===== config.mk =====
export PLATFORM = sky130hd
export DESIGN_NAME = seq_detect_prog
export DESIGN_NICKNAME = d
export VERILOG_FILES = /design/src/rtl/seq_detect_pkg.sv /design/src/rtl/sat_counter.sv /design/src/rtl/seq_detect_prog.sv
export SDC_FILE = /design/constraint.sdc
export NUM_CORES = 1
export LEC_CHECK = 0
export ABC_CLOCK_PERIOD_IN_PS = 2780
export BUFFER_PORTS_ARGS = -buffer_cell sky130_fd_sc_hd__buf_2
export CAP_MARGIN = 20
export CORE_ASPECT_RATIO = 1.1
export CORE_MARGIN = 8
export CORE_UTILIZATION = 40
export CTS_BUF_LIST = sky130_fd_sc_hd__clkbuf_8
export CTS_CLUSTER_SIZE = 10
export DETAILED_ROUTE_END_ITERATION = 8
export GPL_ROUTABILITY_DRIVEN = 1
export PLACE_DENSITY = 0.69
export SYNTH_ARGS = -nofsm -noshare
export SYNTH_HDL_FRONTEND = slang
export SYNTH_SLANG_ARGS = --single-unit
export TNS_END_PERCENT = 50

===== constraint.sdc =====
create_clock -name clk -period 2.78 [get_ports clk]
set_input_delay 0.556 -clock clk [delete_from_list [all_inputs] [get_ports clk]]
set_output_delay 0.556 -clock clk [all_outputs]
set_load 0.02 [all_outputs]

===== src/rtl/seq_detect_pkg.sv =====
// Shared constants, types and helpers for the programmable serial sequence detector.
package seq_detect_pkg;

    localparam logic [7:0] DEFAULT_PATTERN = 8'b0000_1001;
    localparam int         DEFAULT_LEN     = 4;
    localparam bit         DEFAULT_OVERLAP = 1'b1;

    typedef enum logic {
        MODE_NONOVL = 1'b0,
        MODE_OVL    = 1'b1
    } mode_e;

    // Width needed to hold a length value in the range 0..max_len.
    function automatic int len_width(input int max_len);
        return $clog2(max_len + 1);
    endfunction

endpackage


===== src/rtl/sat_counter.sv =====
// Saturating up-counter with synchronous clear; clear has priority over increment.
module sat_counter #(
    parameter int W = 16
) (
    input  logic         clk,
    input  logic         rst,
    input  logic         clr,
    input  logic         inc,
    output logic [W-1:0] count,
    output logic         sat
);

    logic [W-1:0] count_reg;

    always_ff @(posedge clk or posedge rst) begin
        if (rst) begin
            count_reg <= '0;
        end else if (clr) begin
            count_reg <= '0;
        end else if (inc && !(&count_reg)) begin
            count_reg <= count_reg + 1'b1;
        end
    end

    assign count = count_reg;
    assign sat   = &count_reg;

endmodule


===== src/rtl/seq_detect_prog.sv =====
// Programmable serial pattern detector: compares the newest L received bits against a
// loaded pattern, with overlapping or non-overlapping detection and a match counter.
module seq_detect_prog
    import seq_detect_pkg::*;
#(
    parameter int                 MAX_LEN     = 8,
    parameter int                 CNT_W       = 16,
    parameter logic [MAX_LEN-1:0] DEF_PATTERN = DEFAULT_PATTERN,
    parameter int                 DEF_LEN     = DEFAULT_LEN,
    parameter bit                 DEF_OVERLAP = DEFAULT_OVERLAP,
    localparam int                LW          = len_width(MAX_LEN)
) (
    input  logic               clk,
    input  logic               rst,
    input  logic               in_valid,
    input  logic               in_bit,
    input  logic               cfg_load,
    input  logic [MAX_LEN-1:0] cfg_pattern,
    input  logic [LW-1:0]      cfg_len,
    input  logic               cfg_overlap,
    input  logic               cnt_clr,
    output logic               match,
    output logic [CNT_W-1:0]   match_cnt,
    output logic               cnt_sat
);

    localparam int DEF_LEN_EFF = (DEF_LEN > MAX_LEN) ? MAX_LEN : DEF_LEN;

    logic [MAX_LEN-1:0] history_reg, history_next, shifted;
    logic [MAX_LEN-1:0] pattern_reg, len_mask;
    logic [LW-1:0]      fill_reg, fill_next, len_reg, cfg_len_eff;
    logic [LW:0]        fill_inc;
    mode_e              mode_reg;
    logic               match_reg;
    logic               hit;

    assign cfg_len_eff = (cfg_len > LW'(MAX_LEN)) ? LW'(MAX_LEN) : cfg_len;

    // Only the low L bits take part in the compare.
    generate
        for (genvar gi = 0; gi < MAX_LEN; gi++) begin : g_mask
            assign len_mask[gi] = (LW'(gi) < len_reg);
        end
    endgenerate

    always_comb begin
        shifted      = {history_reg[MAX_LEN-2:0], in_bit};
        fill_inc     = {1'b0, fill_reg} + (LW+1)'(1);
        history_next = history_reg;
        fill_next    = fill_reg;
        hit          = in_valid && !cfg_load && (len_reg != '0)
                       && (fill_inc >= {1'b0, len_reg})
                       && (((shifted ^ pattern_reg) & len_mask) == '0);
        if (in_valid) begin
            history_next = shifted;
            // Non-overlap: a new match must be built entirely from fresh bits.
            if (hit && mode_reg == MODE_NONOVL) begin
                fill_next = '0;
            end else if (fill_reg != LW'(MAX_LEN)) begin
                fill_next = fill_reg + 1'b1;
            end
        end
    end

    always_ff @(posedge clk or posedge rst) begin
        if (rst) begin
            history_reg <= '0;
            fill_reg    <= '0;
            pattern_reg <= DEF_PATTERN;
            len_reg     <= LW'(DEF_LEN_EFF);
            mode_reg    <= mode_e'(DEF_OVERLAP);
            match_reg   <= 1'b0;
        end else if (cfg_load) begin
            history_reg <= '0;
            fill_reg    <= '0;
            pattern_reg <= cfg_pattern;
            len_reg     <= cfg_len_eff;
            mode_reg    <= mode_e'(cfg_overlap);
            match_reg   <= 1'b0;
        end else begin
            history_reg <= history_next;
            fill_reg    <= fill_next;
            match_reg   <= hit;
        end
    end

    assign match = match_reg;

    sat_counter #(
        .W(CNT_W)
    ) u_cnt (
        .clk   (clk),
        .rst   (rst),
        .clr   (cnt_clr),
        .inc   (hit),
        .count (match_cnt),
        .sat   (cnt_sat)
    );

endmodule


-- Word-level counts from Yosys, hierarchy flattened
Index checks and enable logic that the tools add are counted.
- register bits: 41
- bits of input ports: 19
- output and inout bits: 18
- logic and storage cells: 49
- add/sub/neg operators: 3
- $lt $le $gt $ge: 10
- equal/unequal tests: 1
- muxes and demuxes: 10
- bitwise gates (word level): 3
- reductions and logical operators: 15
- operators by type and width (cell ; count):
    16-bit 2-to-1 mux ; 2
    4-bit 2-to-1 mux ; 5
    16-bit by 1-bit adder with 16-bit output, second input constant ; 1
    3-bit by 4-bit < comparator with 1-bit output, first input constant ; 4
    16-bit AND reduction ; 1
    7-bit 2-to-1 mux ; 2
    8-bit AND ; 1
    8-bit zero test ; 1
    1-bit by 4-bit < comparator with 1-bit output, first input constant ; 2
    2-bit by 4-bit < comparator with 1-bit output, first input constant ; 2
    8-bit XOR ; 1
    1-bit logical AND ; 6
    4-bit by 1-bit adder with 5-bit output, second input constant ; 1
    5-bit by 4-bit greater-or-equal comparator with 1-bit output ; 1
    4-bit by 1-bit adder with 4-bit output, second input constant ; 1
    4-bit > comparator, second input constant ; 1
    4-bit != test, second input constant ; 1
    2-bit nonzero test ; 2
    4-bit nonzero test ; 1
    3-bit nonzero test ; 1
    1-bit zero test ; 2
    2-bit AND reduction ; 1
    1-bit 2-to-1 mux ; 1
    1-bit inverter ; 1

-- Depth between registers and ports, before layout
- depth in word-level cells: 9
- depth in mapped cells: 10
- mapped depth without buffers: 9

-- By module
Synthesis repeated with hierarchy kept, for this count alone.
- cell total of the unflattened synthesis: 219
- area, all modules: 2358.5 um2
- modules (own cells, without submodules) (module ; times used ; cells an instance ; area each (um2) ; seq. area each (um2)):
    seq_detect_prog ; 1 ; 123 ; 1398.8 ; 630.6
    sat_counter ; 1 ; 96 ; 959.7 ; 400.4

-- Least setup slack after synthesis
No wires, ideal clock.
- path type: flip-flop to flip-flop
- start: register fill_reg[0]
- end: register u_cnt.count_reg[11] (netlist: u_cnt.count[11])
- setup time: 125 ps
- arrival: 2428 ps
- data required time: 2655 ps
- slack: 227 ps
- stages on the path, launching flop included: 11
- buffers on the path: 1
- clock period less this slack: 2553 ps
- path through: dfrtp_1 -> ha_1 -> nor2b_1 -> or2_2 -> ha_1 -> o21ai_0 -> o21ai_0 -> nand4_1 -> buf_2 -> nor4b_1 -> mux2_2
- longest elaborated chain between the ends: 6
- RTL lines (what ; line ; text):
    start, declared ; seq_detect_prog.sv:31 ; logic [LW-1:0] fill_reg, fill_next, len_reg, cfg_len_eff;
    start signal, assigned ; seq_detect_prog.sv:82 ; fill_reg <= fill_next;
    4-bit by 1-bit adder with 5-bit output ; seq_detect_prog.sv:48 ; fill_inc = {1'b0, fill_reg} + (LW+1)'(1);
    5-bit by 4-bit greater-or-equal comparator with 1-bit output ; seq_detect_prog.sv:52 ; && (fill_inc >= {1'b0, len_reg})
    1-bit logical AND ; seq_detect_prog.sv:52 ;
    1-bit logical AND ; seq_detect_prog.sv:53 ; && (((shifted ^ pattern_reg) & len_mask) == '0);
    1-bit logical AND ; sat_counter.sv:20 ; end else if (inc && !(&count_reg)) begin
    2-bit nonzero test (no source line) ; -- ;
    end signal, assigned ; sat_counter.sv:21 ; count_reg <= count_reg + 1'b1;
    end, declared ; sat_counter.sv:13 ; logic [W-1:0] count_reg;
Every way passes these cells.
A chain may end at the register's enable or synchronous reset.

-- Worst setup path after layout
- start: register fill_reg[0]
- end: register u_cnt.count_reg[7] (netlist: u_cnt.count[7])
Same word-level chain as after synthesis.

==> flow_metrics.env <==
export IMPL_drv_cap=0
export IMPL_fp_dieArea_um2=8340
export IMPL_critPathSlowestCell="or4_1"
export IMPL_drive_gt1_share_pct=32.5
export IMPL_ys_types=36
export IMPL_fillers=492
export IMPL_cts_buffers=5
export IMPL_place_area_um2=2560
export IMPL_firstDrtPassIters=4
export IMPL_gp_congestion=0.814
export IMPL_rows=28
export IMPL_fin_total_pwr_mw=1.35
export IMPL_fin_cells=349
export IMPL_hold_class="input pin to async pin"
export IMPL_reg2reg_slack_ps=50
export IMPL_status="complete, no violations"
export IMPL_hpwl_um=3400
export IMPL_core_area_um2=5430
export IMPL_synth_area_um2=2270
export IMPL_grt_busiest_layer="met2"
export IMPL_num_nets_final=299
export IMPL_drt_total_wl_um=5000
export IMPL_cts_tree="built"
export IMPL_critical_path_buf_inv_count=2
export IMPL_die_w_um=87.8
export IMPL_clock_sinks=41
export IMPL_finalSetupViolations=0
export IMPL_design_area_um2=2830
export IMPL_drc=0
export IMPL_n_antenna_cell=0
export IMPL_synth_main_ff_cell="dfrtp_1"
export IMPL_largest_reg_flops=16
export IMPL_syn_avg_cell_area_um2=9.82
export IMPL_period_needed_ps=2730
export IMPL_grt_total_usage_pct=12.4
export IMPL_grt_pass1_vias=1767
export IMPL_crit_arrival_ps=2940
export IMPL_grt_max_degree=42
export IMPL_clock_path_buffers=2
export IMPL_gr_usage_met2_pct=20.5
export IMPL_crit_fanout=5
export IMPL_start_util_pct=41.8
export IMPL_dp_cells=338
export IMPL_clock_fmax_ghz=0.367
export IMPL_holdWs_ps=371
export IMPL_crit_family="simple AND/OR/NAND/NOR gates"
export IMPL_yosysSeqAreaShare_pct=45.4
export IMPL_cp_slowest_stage_delay_ps=510
export IMPL_drv_slew=0
export IMPL_cts_hold_buf=0
export IMPL_grt_use_met1_pct=15.2
export IMPL_cts_root_buf="clkbuf_8"
export IMPL_die_y_um=95.0
export IMPL_start_kind="flip-flop"
export IMPL_skew_ps=6.37
export IMPL_async_reset_ff_share_pct=100
export IMPL_hold_viol_final=0
export IMPL_synth_top_area_share_pct=40.8
export IMPL_clkTransAtPathRegs_ps=80
export IMPL_synth_area_leaders="dfrtp_1 (41%), mux2_2 (10%), nor2_1 (5.0%)"
export IMPL_vias=1843
export IMPL_p_leak_nw=1.29
export IMPL_port_buffers=36
export IMPL_r2r_cells=11
export IMPL_slew_headroom_pct=66.2
export IMPL_ant_nets=0
export IMPL_end_kind="flip-flop"
export IMPL_worstMarginPinSlew_ps=506
export IMPL_path_class="flip-flop to flip-flop"
export IMPL_ys_ff_latch=41
export IMPL_grt_antenna_before_repair=0
export IMPL_io_pins=37
export IMPL_viasPerCell=5.28
export IMPL_area_growth_pct=24.6
export IMPL_required_ps=3000
export IMPL_path_cells="ha_2 -> nor2b_1 -> or2_2 -> ha_1 -> o21ai_0 -> o21ai_1 -> nand4_1 -> buf_4 -> clkbuf_16 -> or4_1 -> a21oi_1"
export IMPL_synth_warnings=0
export IMPL_yosys_area_top_type="dfrtp_1"
export IMPL_synth_edf_count=0
export IMPL_drt_iter0_markers=188
export IMPL_synth_fp_nets=257
export IMPL_htree_levels=2
export IMPL_met3_usage_pct=3.21
export IMPL_r2r_start="fill_reg[0]"
export IMPL_ir_drop_uv=318
export IMPL_routedWlPerCell_um=14.3
export IMPL_r2r_end="u_cnt.count[7]"
export IMPL_syn_inst=231
export IMPL_utilization_pct=52.1
export IMPL_grt_pass1_wl_um=8230
export IMPL_p_per_area_nw_per_um2=478
export IMPL_period_share_pct=98.1
export IMPL_insertion_delay_ps=290
export IMPL_gr_total_overflow=0
cells in the final DEF (no fill, tap or decap), types with 4 or more instances in the layout:
cell type and n:
dfrtp_1 37, buf_2 36, nor2_1 30, mux2_2 21, nand2_1 17, nor2b_1 14, inv_1 10, xnor2_1 9
mux2i_1 8, buf_4 7, o21ai_0 6, nand3_1 6, a21oi_1 6, ha_1 6, nand2b_1 5, clkbuf_8 5
o22ai_1 4, nor3_1 4, dfstp_2 4
layout make-up:
type / count / area, µm² / area share, %
well taps: 75 / 93.8 / 3.32
clock buffers: 5 / 68.8 / 2.43
inverters: 10 / 37.5 / 1.33
clock inverters: 3 / 65.1 / 2.30
repair buffers: 46 / 303 / 10.7
multi-input cells: 169 / 1230 / 43.4
flip-flops and latches: 41 / 1030 / 36.5
metal layers:
layer / vias up / part of all wire (%)
met5: - / 0
met4: 0 / 1.2
met3: 6 / 4.7
met1: 905 / 44
met2: 47 / 50
li1: 885 / -
where the power goes:
group / switching (mW) / leakage [nW] / internal, mW / total, mW
logic: 0.0776 / 0.686 / 0.0650 / 0.143
registers: 0.0191 / 0.539 / 0.622 / 0.642
clock network: 0.212 / 0.0681 / 0.357 / 0.568
worst min-delay path: cells and delay by family:
kind	cells	cell delay, ps
buffers and inverters	3	550
how the worst max path moves through the flow:
stage	start	cells past startpoint	end
after global routing	fill_reg[0]	11	u_cnt.count[7]
after CTS	fill_reg[0]	10	u_cnt.count[9]
after global placement	fill_reg[0]	10	u_cnt.count[11]
final	fill_reg[0]	11	u_cnt.count[7]
after floorplan	fill_reg[0]	10	u_cnt.count[11]
after detailed placement	fill_reg[0]	10	u_cnt.count[12]
cell families (layout without fill, tap and decap cells):
| family | after synthesis | count (layout) | share of synthesized area, % |
|---|---|---|---|
| AO/OA/AOI/OAI | 25 | 25 | 6.89 |
| XOR/XNOR | 9 | 9 | 3.48 |
| flip-flops | 41 | 41 | 45.4 |
| AND/OR/NAND/NOR | 98 | 98 | 22.2 |
| adder cells (fa/ha/maj) | 7 | 7 | 3.86 |
| multiplexers | 30 | 30 | 14.5 |
| buffers and inverters | 21 | 64 | 3.64 |
cell usage after synthesis (5+ instances only):
cell type / instances
clkbuf_1: 7
mux2_2: 21
ha_1: 7
nand2b_1: 5
nand2_1: 17
mux2i_1: 8
a21oi_1: 6
xnor2_1: 9
nor2b_1: 14
dfrtp_1: 37
inv_1: 10
nor2_1: 30
o21ai_0: 7
nand3_1: 6
repair_timing:
item	4_1_cts	5_1_grt
pin swaps	0	2
buffers inserted	0	1
cloned	0	2
gates resized for setup	1	11
endpoints found under the setup margin	1	13
metrics by stage:
step	setup TNS (ps)	setup slack (ps)
after floorplan	0	227
after global placement	0	142
after detailed placement	0	4.07
after CTS	0	4.97
after global routing	-99.2	-45.4
final	0	53.4
Power figures use the tool's default switching activity.
